`config.mk`:
```
export PLATFORM = sky130hd
export DESIGN_NAME = hamming74_serial_tx
export DESIGN_NICKNAME = d
export VERILOG_FILES = /design/src/rtl/hamming74_serial_tx_pkg.sv /design/src/rtl/hamming74_encode.sv /design/src/rtl/hamming74_serial_tx.sv
export SDC_FILE = /design/constraint.sdc
export NUM_CORES = 1
export LEC_CHECK = 0
export ABC_AREA = 1
export CORE_MARGIN = 3
export CORE_UTILIZATION = 56
export CTS_CLUSTER_SIZE = 10
export DETAILED_ROUTE_END_ITERATION = 10
export PLACE_DENSITY = 0.8
export REMOVE_ABC_BUFFERS = 1
export SYNTH_ARGS = -nofsm -noshare
export SYNTH_HDL_FRONTEND = slang
export SYNTH_HIERARCHICAL = 1
export SYNTH_SLANG_ARGS = --single-unit
```
`constraint.sdc`:
```
create_clock -name clk -period 3.22 [get_ports clk]
set_input_delay 0.805 -clock clk [delete_from_list [all_inputs] [get_ports clk]]
set_output_delay 0.805 -clock clk [all_outputs]
set_load 0.03 [all_outputs]
```
`src/rtl/hamming74_serial_tx_pkg.sv`:
```
// Shared definitions for the Hamming(7,4) serial transmitter: widths, FSM codes, encoder.
package hamming74_serial_tx_pkg;

    localparam int unsigned BAUD_DIV_DEF = 4;
    localparam int unsigned DATA_W       = 4;
    localparam int unsigned CW_W         = 7;
    localparam int unsigned BIT_IDX_W    = 3;
    localparam int unsigned STATE_W      = 2;

    typedef logic [STATE_W-1:0] state_t;
    typedef logic [0:CW_W-1]    cw_t;

    localparam state_t IDLE  = 2'd0;
    localparam state_t START = 2'd1;
    localparam state_t DATA  = 2'd2;
    localparam state_t STOP  = 2'd3;

    // Index 0 is the first code bit on the line; parity bits sit at 0, 1 and 3.
    function automatic cw_t ham74_encode(input logic [DATA_W-1:0] d);
        cw_t cw;
        cw[2] = d[3];
        cw[4] = d[2];
        cw[5] = d[1];
        cw[6] = d[0];
        cw[0] = d[3] ^ d[2] ^ d[0];
        cw[1] = d[3] ^ d[1] ^ d[0];
        cw[3] = d[2] ^ d[1] ^ d[0];
        return cw;
    endfunction

endpackage

```
`src/rtl/hamming74_encode.sv`:
```
// Pure combinational Hamming(7,4) encoder.
module hamming74_encode
    import hamming74_serial_tx_pkg::*;
(
    input  logic [DATA_W-1:0] d,
    output logic [0:CW_W-1]   cw
);

    // Map the nibble to its codeword.
    always_comb begin
        cw = ham74_encode(d);
    end

endmodule

```
`src/rtl/hamming74_serial_tx.sv`:
```
// Hamming(7,4) transmitter: accepts nibbles, sends framed codewords (start 0, 7 bits, stop 1).
module hamming74_serial_tx
    import hamming74_serial_tx_pkg::*;
#(
    parameter int unsigned BAUD_DIV = BAUD_DIV_DEF
) (
    input  logic              clk,
    input  logic              rst,
    input  logic [DATA_W-1:0] data_in,
    input  logic              data_valid,
    output logic              data_ready,
    output logic              tx,
    output logic              busy,
    output logic [0:CW_W-1]   cw_out
);

    localparam int unsigned      BAUD_W    = $clog2(BAUD_DIV) + 1;
    localparam logic [BAUD_W-1:0] BAUD_LAST = BAUD_W'(BAUD_DIV - 1);
    localparam logic [BIT_IDX_W-1:0] LAST_BIT = 3'd6;

    state_t                state_q,   state_d;
    logic [BAUD_W-1:0]     baud_q,    baud_d;
    logic [BIT_IDX_W-1:0]  bit_idx_q, bit_idx_d;
    cw_t                   cw_q,      cw_d;
    logic                  tx_q,      tx_d;
    logic                  busy_q,    busy_d;

    cw_t  enc_cw;
    logic baud_last;
    logic accept;

    hamming74_encode u_encode (
        .d  (data_in),
        .cw (enc_cw)
    );

    assign baud_last = (baud_q == BAUD_LAST);
    assign accept    = data_valid && data_ready;
    assign tx        = tx_q;
    assign busy      = busy_q;
    assign cw_out    = cw_q;

    // Ready in IDLE and in the final STOP cycle so frames can chain without a gap.
    always_comb begin
        data_ready = 1'b0;
        if (!rst) begin
            data_ready = (state_q == IDLE) || ((state_q == STOP) && baud_last);
        end
    end

    // Next state, baud/bit counters and codeword capture.
    always_comb begin
        state_d   = state_q;
        baud_d    = baud_q;
        bit_idx_d = bit_idx_q;
        cw_d      = cw_q;
        case (state_q)
            IDLE: begin
                if (accept) begin
                    cw_d    = enc_cw;
                    state_d = START;
                    baud_d  = '0;
                end
            end
            START: begin
                if (baud_last) begin
                    state_d   = DATA;
                    baud_d    = '0;
                    bit_idx_d = '0;
                end else begin
                    baud_d = baud_q + BAUD_W'(1);
                end
            end
            DATA: begin
                if (baud_last) begin
                    baud_d = '0;
                    if (bit_idx_q == LAST_BIT) begin
                        state_d   = STOP;
                        bit_idx_d = '0;
                    end else begin
                        bit_idx_d = bit_idx_q + BIT_IDX_W'(1);
                    end
                end else begin
                    baud_d = baud_q + BAUD_W'(1);
                end
            end
            STOP: begin
                if (baud_last) begin
                    baud_d = '0;
                    if (accept) begin
                        cw_d    = enc_cw;
                        state_d = START;
                    end else begin
                        state_d = IDLE;
                    end
                end else begin
                    baud_d = baud_q + BAUD_W'(1);
                end
            end
            default: begin
                state_d = IDLE;
            end
        endcase
    end

    // Line level and busy for the upcoming cycle, derived from the next state.
    always_comb begin
        tx_d   = 1'b1;
        busy_d = (state_d != IDLE);
        case (state_d)
            START:   tx_d = 1'b0;
            DATA:    tx_d = cw_d[bit_idx_d];
            default: tx_d = 1'b1;
        endcase
    end

    // State and output registers; reset forces the line idle immediately.
    always_ff @(posedge clk or posedge rst) begin
        if (rst) begin
            state_q   <= IDLE;
            baud_q    <= '0;
            bit_idx_q <= '0;
            cw_q      <= '0;
            tx_q      <= 1'b1;
            busy_q    <= 1'b0;
        end else begin
            state_q   <= state_d;
            baud_q    <= baud_d;
            bit_idx_q <= bit_idx_d;
            cw_q      <= cw_d;
            tx_q      <= tx_d;
            busy_q    <= busy_d;
        end
    end

endmodule

```
==> metrics.log <==
INFO  metric run_status = complete, no violations
INFO  metric worst_ep_arrival_time = 2.08 ns
INFO  metric shortest_clock_period_the_worst_path_allows_after_layout = 2.89 ns
INFO  metric ant_nets = 0
INFO  metric flow.area_growth_from_synthesis = 16.1%
INFO  metric crit_path_end_kind = output pin
INFO  metric floorplan.die_area = 0.00281 mm²
INFO  metric syn-cell-area = 0.00124 mm²
INFO  metric clock_path_buffers = 2
INFO  metric final_min_period_over_clock_period = 0.897
INFO  metric drt-initial-drc-count = 18
INFO  metric synth.lib_cells_used.distinct = 29
INFO  metric met2_wirelength = 1290 µm
INFO  metric placedInstanceArea = 0.00141 mm²
INFO  metric netSwitchingPower = 0.000602 W
INFO  metric worst-setup-path-type = in2out
INFO  metric yosysSeqAreaShare = 0.345
INFO  metric gr-total-overflow = 0
INFO  metric max_cap_violations = 0
INFO  metric wl_per_cell = 13.0 µm
INFO  metric floorplan.die.width = 53.0 µm
INFO  metric grt_max_degree = 18
INFO  metric net_switching_share_of_the_total_power = 0.495
INFO  metric power.share.sequential = 0.275
INFO  metric timing.setup.tns = 0 ns
INFO  metric finalClockSkew = 0.00213 ns
INFO  metric clock-sinks = 17
INFO  metric netlist_instances = 161
INFO  metric crit_slowest_cell = sky130_fd_sc_hd__clkdlybuf4s50_1
INFO  metric crit_path_frequent_cell = sky130_fd_sc_hd__clkdlybuf4s50_1
INFO  metric first_global_vias = 1082
INFO  metric async_reset_ff_frac = 1.00
INFO  metric cts_resized = 0
INFO  metric detail_route.wirelength = 2670 µm
INFO  metric met3_wirelength = 130 µm
INFO  metric irDropWorstVdd = 0.000493 V
INFO  metric grt_antenna_before_repair = 0
INFO  metric route.top_layer_used = met4
INFO  metric leakage = 0.754 nW
INFO  metric root_buffer_master = sky130_fd_sc_hd__clkbuf_4
INFO  metric io_buffers = 16
INFO  metric synth.avg_cell_area = 7.69 µm²
INFO  metric critical_path.max_fanout = 3
INFO  metric place.detailed.hpwl = 2080 µm
INFO  metric final_nets = 192
INFO  metric drt_pass1_iterations = 4
INFO  metric routed-via-count = 1087
INFO  metric power.density = 848 mW/mm²
INFO  metric die_height = 53.0 µm
INFO  metric crit_path_max_incr_delay = 0.68 ns
INFO  metric timing_worst_slew_pin_value = 0.389 ns
INFO  metric cp.buffers_inverters = 2
INFO  metric ys_dominant_reg_cell = sky130_fd_sc_hd__dfrtp_1
INFO  metric gp_congestion = 0.859
INFO  metric post-route-cell-area = 0.00144 mm²
INFO  metric slew_headroom = 0.737
INFO  metric worst_setup_path_start_kind = input port
INFO  metric cts_max_level = 1
INFO  metric crit_family = buffers and inverters
INFO  metric final_layout_size_suffix_gt1_frac = 0.169
INFO  metric hold_viol = 0
INFO  metric drv_slew = 0
INFO  metric drt-vias-per-instance = 5.30
INFO  metric critPathRequiredTime = 2.41 ns
INFO  metric synth_warnings = 6
INFO  metric grt_util_all_layers = 0.230
INFO  metric met1_wire_length = 1200 µm
INFO  metric antenna_cells = 0
INFO  metric drcViolationCount = 0
INFO  metric worstPathCellList = clkdlybuf4s50_1, a21oi_1, clkdlybuf4s50_1
INFO  metric clock.fmax = 0.346 GHz
INFO  metric rsz_0062_raised_after_global_routing = false
INFO  metric core-area = 0.00202 mm²
INFO  metric final_common_cell = sky130_fd_sc_hd__nand2_1
INFO  metric power.internal = 0.000615 W
INFO  metric finalSetupViolCount = 0
INFO  metric combPwrFrac = 0.627
INFO  metric cts_tree = done
INFO  metric synth_edf_count = 0
INFO  metric p_clk_frac = 0.098
INFO  metric hold_path_class = reg2reg
INFO  metric clk-insertion-delay-late = 0.29 ns
INFO  metric tritoncts.num_buffers = 3
INFO  metric ys_seq_elements = 17
INFO  metric std_cell_rows = 16
INFO  metric setup_buffers_after_cts = 0
INFO  metric grt_pass1_wl = 4750 µm
INFO  metric number_of_hold_buffers_added_after_cts = 0
INFO  metric mostFrequentLayoutCells = sky130_fd_sc_hd__nand2_1, sky130_fd_sc_hd__nand3_1, sky130_fd_sc_hd__inv_1, sky130_fd_sc_hd__dfrtp_1, sky130_fd_sc_hd__clkdlybuf4s50_1
INFO  metric top_level_ports = 17
INFO  metric initial_utilization = 0.612
INFO  metric path_clk_slew = 0.11 ns
layout make-up:
class	instances	area, µm²
Multi-Input combinational cell	118	698
Fill cell	163	586
Sequential cell	17	427
Timing Repair Buffer	17	168
Inverter	22	82.6
Tap cell	27	33.8
Clock buffer	3	22.5
Clock inverter	1	5.00
stage by stage:
stage          hold WS, ns  std cells  setup slack (ns)  power, W  utilization
3_5_place_dp         0.492        201             0.353   0.00110        0.697
3_3_place_gp         0.492        201             0.358   0.00108        0.697
2_1_floorplan        0.482        157              1.12  0.000881            -
5_1_grt              0.537        205             0.303   0.00131        0.710
4_1_cts              0.523        205             0.351   0.00122        0.710
6_report             0.516        205             0.331   0.00122        0.710
per-layer routing:
metal / vias to the layer above / global-route usage
li1: 547 / -
met5: - / 0
met1: 504 / 0.303
met3: 8 / 0.0507
met4: 0 / 0.0638
met2: 28 / 0.378
cells by family (layout without fill, tap and decap cells):
group,count (synthesis),count (layout),share of synthesized area
AND/OR/NAND/NOR,94,94,0.403
buffers and inverters,26,43,0.0910
AO/OA/AOI/OAI,17,17,0.0930
flip-flops,17,17,0.345
adder cells (fa/ha/maj),6,6,0.0607
XOR/XNOR,1,1,0.00708
power by group through the flow:
| stage | logic [W] | clock network (W) | registers, W |
|---|---|---|---|
| after detailed placement | 0.000759 | 0 | 0.000339 |
| after floorplan | 0.000451 | 0 | 0.000430 |
| after CTS | 0.000765 | 0.000122 | 0.000335 |
| after global routing | 0.000842 | 0.000130 | 0.000343 |
| after global placement | 0.000742 | 0 | 0.000333 |
| final | 0.000763 | 0.000120 | 0.000335 |
worst reg2reg max path: cells and delay by family, from the launching register on:
kind / cells / cell delay [ns]
and+or+nand+nor: 9 / 0.77
DFF: 1 / 0.45
adders and majority gates: 1 / 0.40
AOI/OAI and AO/OA: 1 / 0.26
buffers and inverters: 1 / 0.11
flip-flops by register name, indices dropped and copies added, names as in the netlist:
name	count
baud_q	3
bit_idx_q	3
busy	1
cw_out	7
state_q	2
tx	1
final timing paths:
| kind | startpoint | endpoint | slack (ns) | cells after the start |
|---|---|---|---|---|
| max in group asynchronous | rst | tx$_DFF_PP1_ | 1.97 | 3 |
| setup / recovery | rst | data_ready | 0.33 | 3 |
| hold / removal | cw_out[3]$_DFF_PP0_ | cw_out[3]$_DFF_PP0_ | 0.52 | 2 |
| hold reg to reg | cw_out[3]$_DFF_PP0_ | cw_out[3]$_DFF_PP0_ | 0.52 | 2 |
| min in group asynchronous | rst | cw_out[1]$_DFF_PP0_ | 1.00 | 3 |
| setup reg to reg | state_q[1]$_DFF_PP0_ | tx$_DFF_PP1_ | 1.17 | 12 |
synth_stat cells, types with 2 or more instances:
cell type | number | area (µm²)
sky130_fd_sc_hd__inv_1 | 16 | 60.1
sky130_fd_sc_hd__o21ai_0 | 2 | 10.0
sky130_fd_sc_hd__nand3_2 | 2 | 20.0
sky130_fd_sc_hd__dfrtp_1 | 16 | 400
sky130_fd_sc_hd__nor2_8 | 2 | 40.0
sky130_fd_sc_hd__a21oi_1 | 5 | 25.0
sky130_fd_sc_hd__nand2_2 | 3 | 18.8
sky130_fd_sc_hd__nand2_1 | 55 | 206
sky130_fd_sc_hd__inv_2 | 6 | 22.5
sky130_fd_sc_hd__buf_4 | 4 | 30.0
sky130_fd_sc_hd__o21ai_2 | 2 | 17.5
sky130_fd_sc_hd__nand3_4 | 2 | 35.0
sky130_fd_sc_hd__nor2_2 | 2 | 12.5
sky130_fd_sc_hd__o21ai_1 | 3 | 15.0
sky130_fd_sc_hd__ha_1 | 6 | 75.1
sky130_fd_sc_hd__nand3_1 | 20 | 100
sky130_fd_sc_hd__nor2_1 | 3 | 11.3
No activity file was read; power rests on OpenSTA's default activity.
